**config.mk**
```make
export PLATFORM = sky130hd
export DESIGN_NAME = pipe_stage_reg
export DESIGN_NICKNAME = d
export VERILOG_FILES = /design/src/rtl/pipe_pkg.sv /design/src/rtl/sat_counter.sv /design/src/rtl/pipe_stage_reg.sv
export SDC_FILE = /design/constraint.sdc
export NUM_CORES = 1
export LEC_CHECK = 0
export CAP_MARGIN = 20
export CORE_ASPECT_RATIO = 1.2
export CORE_MARGIN = 3
export CORE_UTILIZATION = 45
export DETAILED_ROUTE_END_ITERATION = 6
export PLACE_DENSITY = 0.77
export SYNTH_ARGS = -nofsm -noshare
export SYNTH_HDL_FRONTEND = slang
export SYNTH_SLANG_ARGS = --single-unit
export TNS_END_PERCENT = 20
```
**constraint.sdc**
```tcl
create_clock -name clk -period 2.4 [get_ports clk]
set_input_delay 0.48 -clock clk [delete_from_list [all_inputs] [get_ports clk]]
set_output_delay 0.48 -clock clk [all_outputs]
set_load 0.01 [all_outputs]
```
**src/rtl/pipe_pkg.sv**
```systemverilog
// pipe_pkg: shared state encoding and widths for the pipeline stage register
package pipe_pkg;

    typedef enum logic [1:0] {
        EMPTY = 2'd0,
        MAIN  = 2'd1,
        FULL  = 2'd2
    } state_t;

    localparam int FLUSH_CNT_W = 8;

endpackage

```
**src/rtl/sat_counter.sv**
```systemverilog
// sat_counter: up-counter that sticks at its all-ones value
module sat_counter #(
    parameter int W = 8
) (
    input  logic         clk,
    input  logic         rst_n,
    input  logic         i_inc,
    output logic [W-1:0] o_cnt
);

    logic [W-1:0] r_cnt;

    always_ff @(posedge clk or negedge rst_n) begin
        if (!rst_n)
            r_cnt <= '0;
        else if (i_inc && !(&r_cnt))
            r_cnt <= r_cnt + 1'b1;
    end

    assign o_cnt = r_cnt;

endmodule

```
**src/rtl/pipe_stage_reg.sv**
```systemverilog
// pipe_stage_reg: valid/ready pipeline register with optional skid entry, freeze, flush and flush counter
module pipe_stage_reg
    import pipe_pkg::*;
#(
    parameter int PC_W = 16,
    parameter int IR_W = 32,
    parameter int SKID = 1
) (
    input  logic                   clk,
    input  logic                   rst_n,
    input  logic                   freeze,
    input  logic                   flush,
    input  logic                   in_valid,
    output logic                   in_ready,
    input  logic [PC_W-1:0]        i_PC,
    input  logic [IR_W-1:0]        i_IR,
    output logic                   out_valid,
    input  logic                   out_ready,
    output logic [PC_W-1:0]        o_PC,
    output logic [IR_W-1:0]        o_IR,
    output logic [FLUSH_CNT_W-1:0] flush_cnt
);

    state_t          r_state, w_next;
    logic [PC_W-1:0] r_pc, r_skid_pc;
    logic [IR_W-1:0] r_ir, r_skid_ir;
    logic            w_in_fire, w_out_fire, w_flush_eff, w_load_main, w_load_skid;

    assign w_in_fire  = in_valid & in_ready;
    assign w_out_fire = out_valid & out_ready;

    always_ff @(posedge clk or negedge rst_n) begin
        if (!rst_n)
            r_state <= EMPTY;
        else
            r_state <= w_next;
    end

    always_comb begin
        w_next = r_state;
        if (freeze)
            w_next = r_state;
        else if (flush)
            w_next = EMPTY;
        else
            case (r_state)
                EMPTY:   w_next = w_in_fire ? MAIN : EMPTY;
                MAIN:    w_next = (w_in_fire && !w_out_fire && SKID != 0) ? FULL :
                                  (!w_in_fire && w_out_fire) ? EMPTY : MAIN;
                FULL:    w_next = w_out_fire ? MAIN : FULL;
                default: w_next = EMPTY;
            endcase
    end

    // Without the skid entry, ready must look through to out_ready to keep full throughput.
    always_comb begin
        out_valid   = !freeze && r_state != EMPTY;
        in_ready    = (SKID != 0) ? (!freeze && r_state != FULL)
                                  : (!freeze && (!out_valid || out_ready));
        w_load_main = !freeze && !flush &&
                      ((r_state == EMPTY) ? w_in_fire :
                       (r_state == MAIN)  ? (w_in_fire && w_out_fire) :
                       (r_state == FULL)  ? w_out_fire : 1'b0);
        w_load_skid = !freeze && !flush && SKID != 0 &&
                      r_state == MAIN && w_in_fire && !w_out_fire;
        w_flush_eff = flush && !freeze && r_state != EMPTY;
    end

    always_ff @(posedge clk or negedge rst_n) begin
        if (!rst_n) begin
            r_pc      <= '0;
            r_ir      <= '0;
            r_skid_pc <= '0;
            r_skid_ir <= '0;
        end else if (!freeze && flush) begin
            r_pc      <= '0;
            r_ir      <= '0;
            r_skid_pc <= '0;
            r_skid_ir <= '0;
        end else begin
            if (w_load_main) begin
                r_pc <= (r_state == FULL) ? r_skid_pc : i_PC;
                r_ir <= (r_state == FULL) ? r_skid_ir : i_IR;
            end
            if (w_load_skid) begin
                r_skid_pc <= i_PC;
                r_skid_ir <= i_IR;
            end
        end
    end

    assign o_PC = r_pc;
    assign o_IR = r_ir;

    sat_counter #(.W(FLUSH_CNT_W)) u_flush_cnt (
        .clk   (clk),
        .rst_n (rst_n),
        .i_inc (w_flush_eff),
        .o_cnt (flush_cnt)
    );

endmodule

```
# --- Yosys cells after proc, flatten, opt, wreduce, memory -nomap -nowiden ---
# Index checks and enable logic that the tools add are counted.
word_totals:
  register_bits: 106
  ramBits: 0
  out_inout_bits: 58
  inputBits: 54
  wordCells: 54
  latchBits: 0
  rom_bits: 0
  memories: 0
classes:
  reduce_logical: 23
  shifts: 0
  add_sub_neg: 1
  magnitude_cmp: 0
  muxes: 19
  div_mod_pow: 0
  mul: 0
  n_bitwise: 2
  n_eq_ne: 3
op_table:
  columns: ["op", "n"]
  rows:
  - ["two-way mux 32 bit", 5]
  - ["two-way mux 16 bit", 5]
  - ["logical AND 1 bit", 13]
  - ["adder 8 x 1 -> 8 bit (second input constant)", 1]
  - ["AND reduction 8 bit", 1]
  - ["two-way mux 2 bit", 3]
  - ["case mux 2 bit (3 select lines)", 1]
  - ["nonzero test 2 bit", 3]
  - ["zero test 1 bit", 5]
  - ["two-way mux 1 bit", 5]
  - ["AND 1 bit", 2]
  - ["equality test 2 x 1 -> 1 bit (second input constant)", 1]
  - ["equality test 2 bit (second input constant)", 1]
  - ["zero test 2 bit", 1]
  - ["!= test 2 bit (second input constant)", 1]

# --- Longest topological paths before layout ---
# Gate-level depths: netlist of run 1.
logic_depth:
  depth_word: 9
  ltp_mapped: 13

# --- By module ---
# From an unflattened synthesis of run 1, not the netlist that was laid out.
unflattened:
  cells_unflattened: 389
  hier_area_um2: 4917.2
by_module_without_submodules:
  columns: ["mod", "seq_area_each_um2", "area_each_um2", "cells_per_inst", "instances"]
  rows:
  - ["pipe_stage_reg", 2452.4, 4526.8, 354, 1]
  - ["sat_counter", 200.2, 390.4, 35, 1]

# --- Worst setup path after synthesis of run 1 ---
# No wires, ideal clock.
synth_path:
  kind: "reg-to-reg"
  from: "register r_state[0]"
  to: "register r_ir[10], in the netlist o_IR[10]"
  slack_ns: -0.054
  path_stages_with_launch: 14
  period_less_slack_ns: 2.454
  n_path_buf: 5
  required_ns: 2.317
  arrival_ns: 2.371
  cell_sequence: "dfrtp_1 -> buf_2 -> nor2b_1 -> buf_2 -> buf_2 -> nor2_1 -> and2_1 -> ha_1 -> mux2_4 -> a32oi_4 -> buf_6 -> buf_6 -> nand3_1 -> o21ai_0"
synth_between:
  elab_chain_cells: 8
  elab_cells_between_ends: 18
  classes_between: "eq/ne: 3; mux: 6; bitwise: 2; reduce/logical: 7"
synth_lines:
  columns: ["element", "line", "text"]
  rows:
  - ["from (decl)", "pipe_stage_reg.sv:24", "state_t r_state, w_next;"]
  - ["from (signal assigned)", "pipe_stage_reg.sv:36", "r_state <= w_next;"]
  - ["!= test 2 bit *", "pipe_stage_reg.sv:58", "in_ready = (SKID != 0) ? (!freeze && r_state != FULL)"]
  - ["logical AND 1 bit *", "pipe_stage_reg.sv:58", null]
  - ["named net in_ready", "pipe_stage_reg.sv:14", "output logic in_ready,"]
  - ["AND 1 bit *", "pipe_stage_reg.sv:29", "assign w_in_fire = in_valid & in_ready;"]
  - ["logical AND 1 bit", "pipe_stage_reg.sv:62", "(r_state == MAIN) ? (w_in_fire && w_out_fire) :"]
  - ["two-way mux 1 bit", "pipe_stage_reg.sv:62", null]
  - ["two-way mux 1 bit *", "pipe_stage_reg.sv:61", "((r_state == EMPTY) ? w_in_fire :"]
  - ["logical AND 1 bit *", "pipe_stage_reg.sv:60", "w_load_main = !freeze && !flush &&"]
  - ["nonzero test 2 bit (no source line) *", null, null]
  - ["to (signal assigned)", "pipe_stage_reg.sv:83", "r_ir <= (r_state == FULL) ? r_skid_ir : i_IR;"]
  - ["to (decl)", "pipe_stage_reg.sv:26", "logic [IR_W-1:0] r_ir, r_skid_ir;"]
# The timed path passes the listed nets; every way through them passes the cells marked *. The select of a mux whose other input is x is not followed.
# A chain may end at the register's enable or synchronous reset.

# --- Worst setup path in the final report of run 1 ---
layout_path:
  from: "register r_state[1]"
  to: "output in_ready"
layout_between:
  elab_chain_cells: 2
layout_lines:
  columns: ["element", "line"]
  rows:
  - ["!= test 2 bit", "pipe_stage_reg.sv:58"]
  - ["logical AND 1 bit", "pipe_stage_reg.sv:58"]
  - ["to (decl)", "pipe_stage_reg.sv:14"]
# Every way passes these cells.

==> summary.txt, run 1 <==
Placed design
  • GP Congestion: between 0.7 and 0.8
  • HPWL Detailed: around 7.4 mm
  • DP Area: approximately 6000 sq um
  • DP Cell Count: a little over 600
  • Port Buf Inserts: between 100 and 150

Route
  • DR WL/cell: approximately 18 um
  • DRT iter0 DRCs: between 150 and 200
  • Avg Vias per Cell: roughly 5.6
  • DRT Wirelength: 10.87 mm
  • Vias: 3470
  • Drt drc: 0
  • Post-route ant nets: 0
  • Number of detailed-route iterations in the first pass: 4

Job
  • Max-cap violations: 0

Setup path
  • Worst path slowest cell: clkdlybuf4s50_1
  • Critical path peak fanout: 8
  • Critical Path Sink Type: primary output
  • Crit Path Class: reg2out
  • Startpoint class of the critical path: flop
  • Top Family by Delay on Critical Path: buffers and inverters
  • Crit-path cells: nor2b_4 -> nor2_1 -> buf_4 -> clkdlybuf4s50_1
  • Worst path max stage delay: between 500 and 600 ps
  • CP required: between 1500 and 2000 ps
  • CP bufs+invs: 2
  • Arrival @ worst endpoint: 1770 ps

CTS
  • Skew-Pair Late Insertion Delay: between 300 and 400 ps
  • Hold buffers post-CTS: 0
  • Clock Path Buffers: 2
  • CTS Sinks: approximately 110
  • Root Buffer: clkbuf_16
  • Clock Pin Slew Worst Setup and Hold Paths: 70 ps
  • Post-CTS setup buffers: 0
  • CTS tree: built
  • Clock H-tree levels: 3
  • Total CTS buffers: 9

Global route
  • All-Layer GR Usage: 19.35%
  • Initial antenna violation count: 0
  • Largest net degree at the start of global routing: 53
  • First-pass GRT wire length: approximately 18 mm
  • Global route overflow: 0
  • Vias in the first global route: roughly 3600

Yosys
  • Post-synth EDFFs: 0
  • Top cell type's share of synthesized area: between 50 and 60%
  • Synthesized cell area: around 4600 sq um
  • Syn_area_per_cell: between 10 and 15 sq um
  • Syn nets: 447
  • Sequential fraction of the synthesis area: 57.56%
  • #FFs+latches synth: 106
  • Synth top area cells: dfrtp_1 (58%), mux2i_1 (11%), a22o_1 (9.1%)
  • Synthesized netlist cell count: approximately 400
  • Largest area contributor in the netlist: dfrtp_1
  • Synth Warn #: 0
  • Ys flop type: dfrtp_1
  • Netlist cell types: 31
  • FFs w/ async S/R, synth: 100.0%

Timing
  • Slew HR: 41.24%
  • Final min period: roughly 2300 ps
  • Fmax: roughly 0.44 GHz
  • Final Skew: approximately 7.1 ps
  • Final hold vios: 0
  • RSZ-0062 raised after global routing: false
  • Fin Setup TNS: 0 ps
  • Fin crit share: 93.85%
  • Hold slack: between 100 and 150 ps
  • Worst-Margin Slew: around 880 ps
  • Setup-failing EPs final: 0
  • Max Slew Vio Count: 0

Pwr
  • Leak: roughly 2.6 nW
  • Comb pwr share: ~22%
  • Worst vdd ir: 0.0003492 V
  • P_int: ~3.3 mW
  • Switching fraction of total power: a little over a quarter
  • Sequential Power Share: about 48%
  • P_sw: 1.206 mW
  • Pwr dens: between 700 and 800 nW/um^2
  • Clk pwr share: 30.6%

Final layout
  • FILL cells: around 800
  • Nets: approximately 550
  • Syn-to-layout area delta: 33.48%
  • Final Cell Area: 6151 sq um
  • Diode count: 0
  • Fin cells: 621
  • Commonest non-fill, non-tap cell in the layout: clkdlybuf4s50_1
  • Layout cells sized above 1: under 10%
  • Commonest cells after routing, fill and taps aside: clkdlybuf4s50_1 (109), dfrtp_1 (106), nand3_1 (52)

Die
  • Starting density of the core: between 40% and 50%
  • Die X: a little under 100 um
  • I/O pins: around 110
  • Core ar.: 9759 sq um
  • FP Rows: 39
  • Die area: 11500 sq um
  • Die height: 116.9 um

Status
  • Status: finished, final reports clean

Hold path
  • Hold/Removal Path Class: in2async
[worst reg2reg max path, delay by kind of cell (launching register included)]
kind | cells | cell delay [ps]
buffers and inverters | 2 | 930
DFF | 1 | 470
AOI/OAI and AO/OA | 2 | 370
and+or+nand+nor | 2 | 320
[Yosys cell counts, drive strengths merged, types with 3 or more instances]
cell / count
nor2: 9
mux2: 3
dfrtp: 106
clkbuf: 11
buf: 24
a21oi: 4
ha: 3
a22o: 48
o21ai: 51
nor3: 6
nand2: 4
mux2i: 50
nand3: 52
inv: 3
nor2b: 3
[cell families after synthesis]
kind of cell | synth area share (%)
AOI/OAI and AO/OA | 16.05
buffers and inverters | 4.426
muxes | 11.68
DFF | 57.56
adders and majority gates | 0.8146
xor gates and xnor gates | 0.5703
and+or+nand+nor | 8.906
[stage by stage]
stage,power (mW),utilization [%],worst slack (ps)
floorplan,2.580,-,27.58
global placement,3.140,60.18,-9.336
detailed placement,3.174,60.18,-76.60
CTS,4.557,63.03,155.6
global route,4.726,63.03,13.14
finish,4.512,63.03,147.7
[layer usage]
layer | vias up | routed length, um | global-route usage [%]
met2 | 93 | 5421 | 31.89
met4 | 0 | 185 | 6.466
met5 | - | 0 | 0
met3 | 14 | 466 | 4.268
met1 | 1728 | 4795 | 25.69
li1 | 1635 | - | -
[power groups by stage]
stage	Sequential, mW	Combinational [mW]	Clock, mW
CTS	2.15	0.998	1.41
global placement	2.17	0.973	0
detailed placement	2.18	0.998	0
global route	2.17	1.07	1.48
finish	2.15	0.982	1.38
floorplan	2.21	0.373	0
[path summary, 6_finish.rpt]
path                                             start  slack (ps)                         to  depth (start not counted)
max in group asynchronous                        rst_n        1550       o_PC[15]$_DFFE_PN0P_                          2
worst max-delay path            r_state[1]$_DFFE_PN0N_         150                   in_ready                          4
worst min register to register    o_PC[10]$_DFFE_PN0P_         500       o_PC[10]$_DFFE_PN0P_                          2
worst max register to register  r_state[1]$_DFFE_PN0N_         180       o_IR[18]$_DFFE_PN0P_                          6
min in group clk                  o_PC[10]$_DFFE_PN0P_         500       o_PC[10]$_DFFE_PN0P_                          2
worst min-delay path                             rst_n         110  r_skid_ir[13]$_DFFE_PN0P_                          1
[area by class of cell]
| type | instances | area [sq um] | area share [%] |
|---|---|---|---|
| clock inverters | 2 | 12.51 | 0.2034 |
| clock buffers | 12 | 266.5 | 4.333 |
| inverters | 3 | 11.26 | 0.1831 |
| flip-flops and latches | 106 | 2653 | 43.12 |
| well taps | 123 | 153.9 | 2.502 |
| repair buffers | 129 | 1280 | 20.81 |
| multi-input cells | 246 | 1774 | 28.84 |
[repair_timing]
item / 4_1_cts / 5_1_grt
gates resized for setup: 1 / 0
setup endpoints to repair: 1 / 0
endpoints found under the hold margin: 0 / 0
[sequential cells by signal, summed over array words and instances (netlist names)]
| signal | cells |
|---|---|
| o_IR | 32 |
| r_skid_ir | 32 |
| o_PC | 16 |
| r_skid_pc | 16 |
| u_flush_cnt.o_cnt | 8 |
| r_state | 2 |
Note: power is estimated with default switching activity, not from simulation.
==> run 2: changes to the inputs <==
--- a/config.mk
+++ b/config.mk
@@ -10,8 +10,9 @@
 export CORE_MARGIN = 3
 export CORE_UTILIZATION = 45
 export DETAILED_ROUTE_END_ITERATION = 6
-export PLACE_DENSITY = 0.77
+export PLACE_DENSITY = 0.76
 export SYNTH_ARGS = -nofsm -noshare
 export SYNTH_HDL_FRONTEND = slang
+export SYNTH_HIERARCHICAL = 1
 export SYNTH_SLANG_ARGS = --single-unit
 export TNS_END_PERCENT = 20
==> run 2 against run 1 <==
Die area up 6.3%. First-iteration DRC count down 21%. Routed wire length up 8.8%. Global-route usage up 0.74 points. Cell count up 1.8%. Cell area up 6.6%. Clock power about the same. Critical endpoint is now out_valid. Largest power group unchanged.
==> summary.txt, run 2 <==
Route
  • Avg Vias per Cell: around 5.7
  • Drt drc: 0
  • Post-route ant nets: 0
  • Wire length on met2: a little under 6 mm
  • DRT iter0 DRCs: 155
  • Number of detailed-route iterations in the first pass: 4
  • DRT Wirelength: 11.82 mm
  • Routed length on met1: approximately 5.2 mm
  • Metal3 WL: about 460 um
  • DR WL/cell: around 19 um
  • Vias: 3617
  • Top Metal Used: met4

Timing
  • Final worst setup slack: approximately 170 ps
  • Fin Setup TNS: 0 ps
  • Setup-failing EPs final: 0
  • Max Slew Vio Count: 0
  • Hold slack: 496.7 ps
  • Final hold vios: 0
  • Final min period: between 2000 and 2500 ps
  • Slew HR: between 40% and 50%
  • RSZ-0062 raised after global routing: false
  • Fin crit share: slightly above 90%
  • Worst-Margin Slew: between 800 and 900 ps
  • Fmax: around 0.45 GHz
  • Final Skew: between 7 and 8 ps

Final layout
  • Commonest non-fill, non-tap cell in the layout: clkdlybuf4s50_1
  • Final Cell Area: ~6600 sq um
  • Nets: 555
  • Layout cells sized above 1: between 10% and 20%
  • Commonest cells after routing, fill and taps aside: clkdlybuf4s50_1 (110), dfrtp_1 (106), inv_1 (53)
  • Syn-to-layout area delta: 33.31%
  • Diode count: 0
  • Final core occ: ~62%
  • Fin cells: around 630
  • FILL cells: between 800 and 900

Hold path
  • Hold/Removal Path Class: in2async

CTS
  • Clock H-tree levels: 3
  • Clock Pin Slew Worst Setup and Hold Paths: 80 ps
  • Post-CTS setup buffers: 0
  • CTS Sinks: 106
  • Root Buffer: clkbuf_16
  • CTS tree: built
  • Clock Path Buffers: 2
  • Total CTS buffers: 9
  • Skew-Pair Late Insertion Delay: roughly 340 ps

Yosys
  • Sequential fraction of the synthesis area: between 50% and 60%
  • Synth cell count leaders: dfrtp_1 (106), inv_1 (53), a22o_1 (49), mux2i_1 (49), o32ai_1 (29)
  • FFs w/ async S/R, synth: 100.0%
  • Most numerous cell in the Yosys netlist: dfrtp_1
  • Netlist cell types: 38
  • Synth Warn #: 6
  • Top cell type's share of synthesized area: a little over half
  • Largest area contributor in the netlist: dfrtp_1
  • Synthesized netlist cell count: between 300 and 400
  • Synth top area cells: dfrtp_1 (54%), mux2i_1 (10%), a22o_1 (8.7%)
  • Ys flop type: dfrtp_1
  • #FFs+latches synth: roughly 110
  • Post-synth EDFFs: 0
  • Syn_area_per_cell: approximately 13 sq um
  • Syn nets: 446
  • Synthesized cell area: just under 5000 sq um

Placed design
  • Pre-CTS WS: -82.78 ps
  • DP Area: between 6000 and 7000 sq um
  • GP Congestion: a little under 0.8
  • HPWL Detailed: around 7.7 mm
  • DP Cell Count: around 620
  • Port Buf Inserts: 111

Setup path
  • Worst path slowest cell: clkdlybuf4s50_1
  • Crit Path Class: in2out
  • Arrival @ worst endpoint: ~1800 ps
  • Crit-path cells: clkdlybuf4s50_1 -> buf_4 -> nor2_1 -> clkdlybuf4s50_1
  • CP required: approximately 1900 ps
  • Top Family by Delay on Critical Path: buffers and inverters
  • Most frequent CP cell: clkdlybuf4s50_1
  • Critical path peak fanout: 4
  • Startpoint class of the critical path: input port
  • Worst path max stage delay: approximately 540 ps
  • Critical Path Sink Type: primary output
  • CP bufs+invs: 3

Global route
  • Initial antenna violation count: 0
  • First-pass GRT wire length: approximately 20 mm
  • Vias in the first global route: around 3900
  • Global route overflow: 0
  • Largest net degree at the start of global routing: 105
  • All-Layer GR Usage: 20.10%

Pwr
  • Final Total Pwr: 4.668 mW
  • Comb pwr share: 24.7%
  • Clk pwr share: around 30%
  • Leak: about 2.7 nW
  • P_int: about 3.3 mW
  • Worst vdd ir: 0.0003520 V
  • Pwr dens: ~710 nW/um^2
  • Switching fraction of total power: about 29%
  • Sequential Power Share: 45.1%
  • P_sw: between 1 and 1.5 mW

Die
  • Core ar.: 10570 sq um
  • Starting density of the core: between 40% and 50%
  • FP Rows: between 40 and 50
  • Die area: about 12000 sq um
  • Die height: about 120 um
  • Die X: slightly above 100 um
  • I/O pins: 112

Status
  • Status: finished, final reports clean

Job
  • Max-cap violations: 0
-- run 2: layout make-up --
class	count	area, sq um	area share, %
Timing Repair Buffer	132	1344	20.50
Tap cell	129	161.4	2.462
Clock inverter	6	47.55	0.7253
Inverter	53	198.9	3.035
Clock buffer	10	239.0	3.646
Sequential cell	106	2653	40.47
Multi-Input combinational cell	196	1912	29.17
-- run 2: power groups by stage --
stage               Clock, mW  Combinational, mW  Sequential (mW)
floorplan                   0              0.521             2.17
global placement            0               1.14             2.13
detailed placement          0               1.16             2.14
CTS                      1.45               1.17             2.11
global route             1.52               1.25             2.13
finish                   1.41               1.15             2.11
-- run 2: worst paths after layout --
check                                                  to                 startpoint  depth (start not counted)  slack (ps)
max in group asynchronous            o_IR[10]$_DFFE_PN0P_                      rst_n                          3        1170
worst max register to register        o_IR[6]$_DFFE_PN0P_     r_state[0]$_DFFE_PN0N_                          8         310
min in group clk                r_skid_ir[15]$_DFFE_PN0P_  r_skid_ir[15]$_DFFE_PN0P_                          1         510
worst min-delay path             r_skid_pc[9]$_DFFE_PN0P_                      rst_n                          2         500
worst min register to register  r_skid_ir[15]$_DFFE_PN0P_  r_skid_ir[15]$_DFFE_PN0P_                          1         510
worst max-delay path                            out_valid                     freeze                          4         170
-- run 2: worst reg2reg max path, stage by stage (launching register included) --
cell and delay, ps:
dfrtp_1 500, nor2b_4 150, nor2_1 50, and2_1 180, ha_1 190, and2_1 180, a211oi_4 320, buf_12 250
o32ai_1 140
-- run 2: per-layer routing --
metal	vias up	track usage [%]
met5	-	0
met4	0	6.899
met3	11	2.424
met2	90	33.10
met1	1864	27.37
li1	1652	-
-- run 2: timing repair --
| item | CTS | global route |
|---|---|---|
| gates resized for setup | 0 | 0 |
| hold buffers | 1 | 0 |
| hold endpoints to repair | 2 | 0 |
-- run 2: logic make-up (layout without fill, tap and decap cells) --
logic type	Yosys count	after routing	synth area share, %
buffers and inverters	87	201	8.091
muxes	50	50	10.20
adders and majority gates	3	3	0.7634
DFF	106	106	53.94
AOI/OAI and AO/OA	112	112	22.67
xor gates and xnor gates	4	4	0.7124
and+or+nand+nor	27	27	3.613
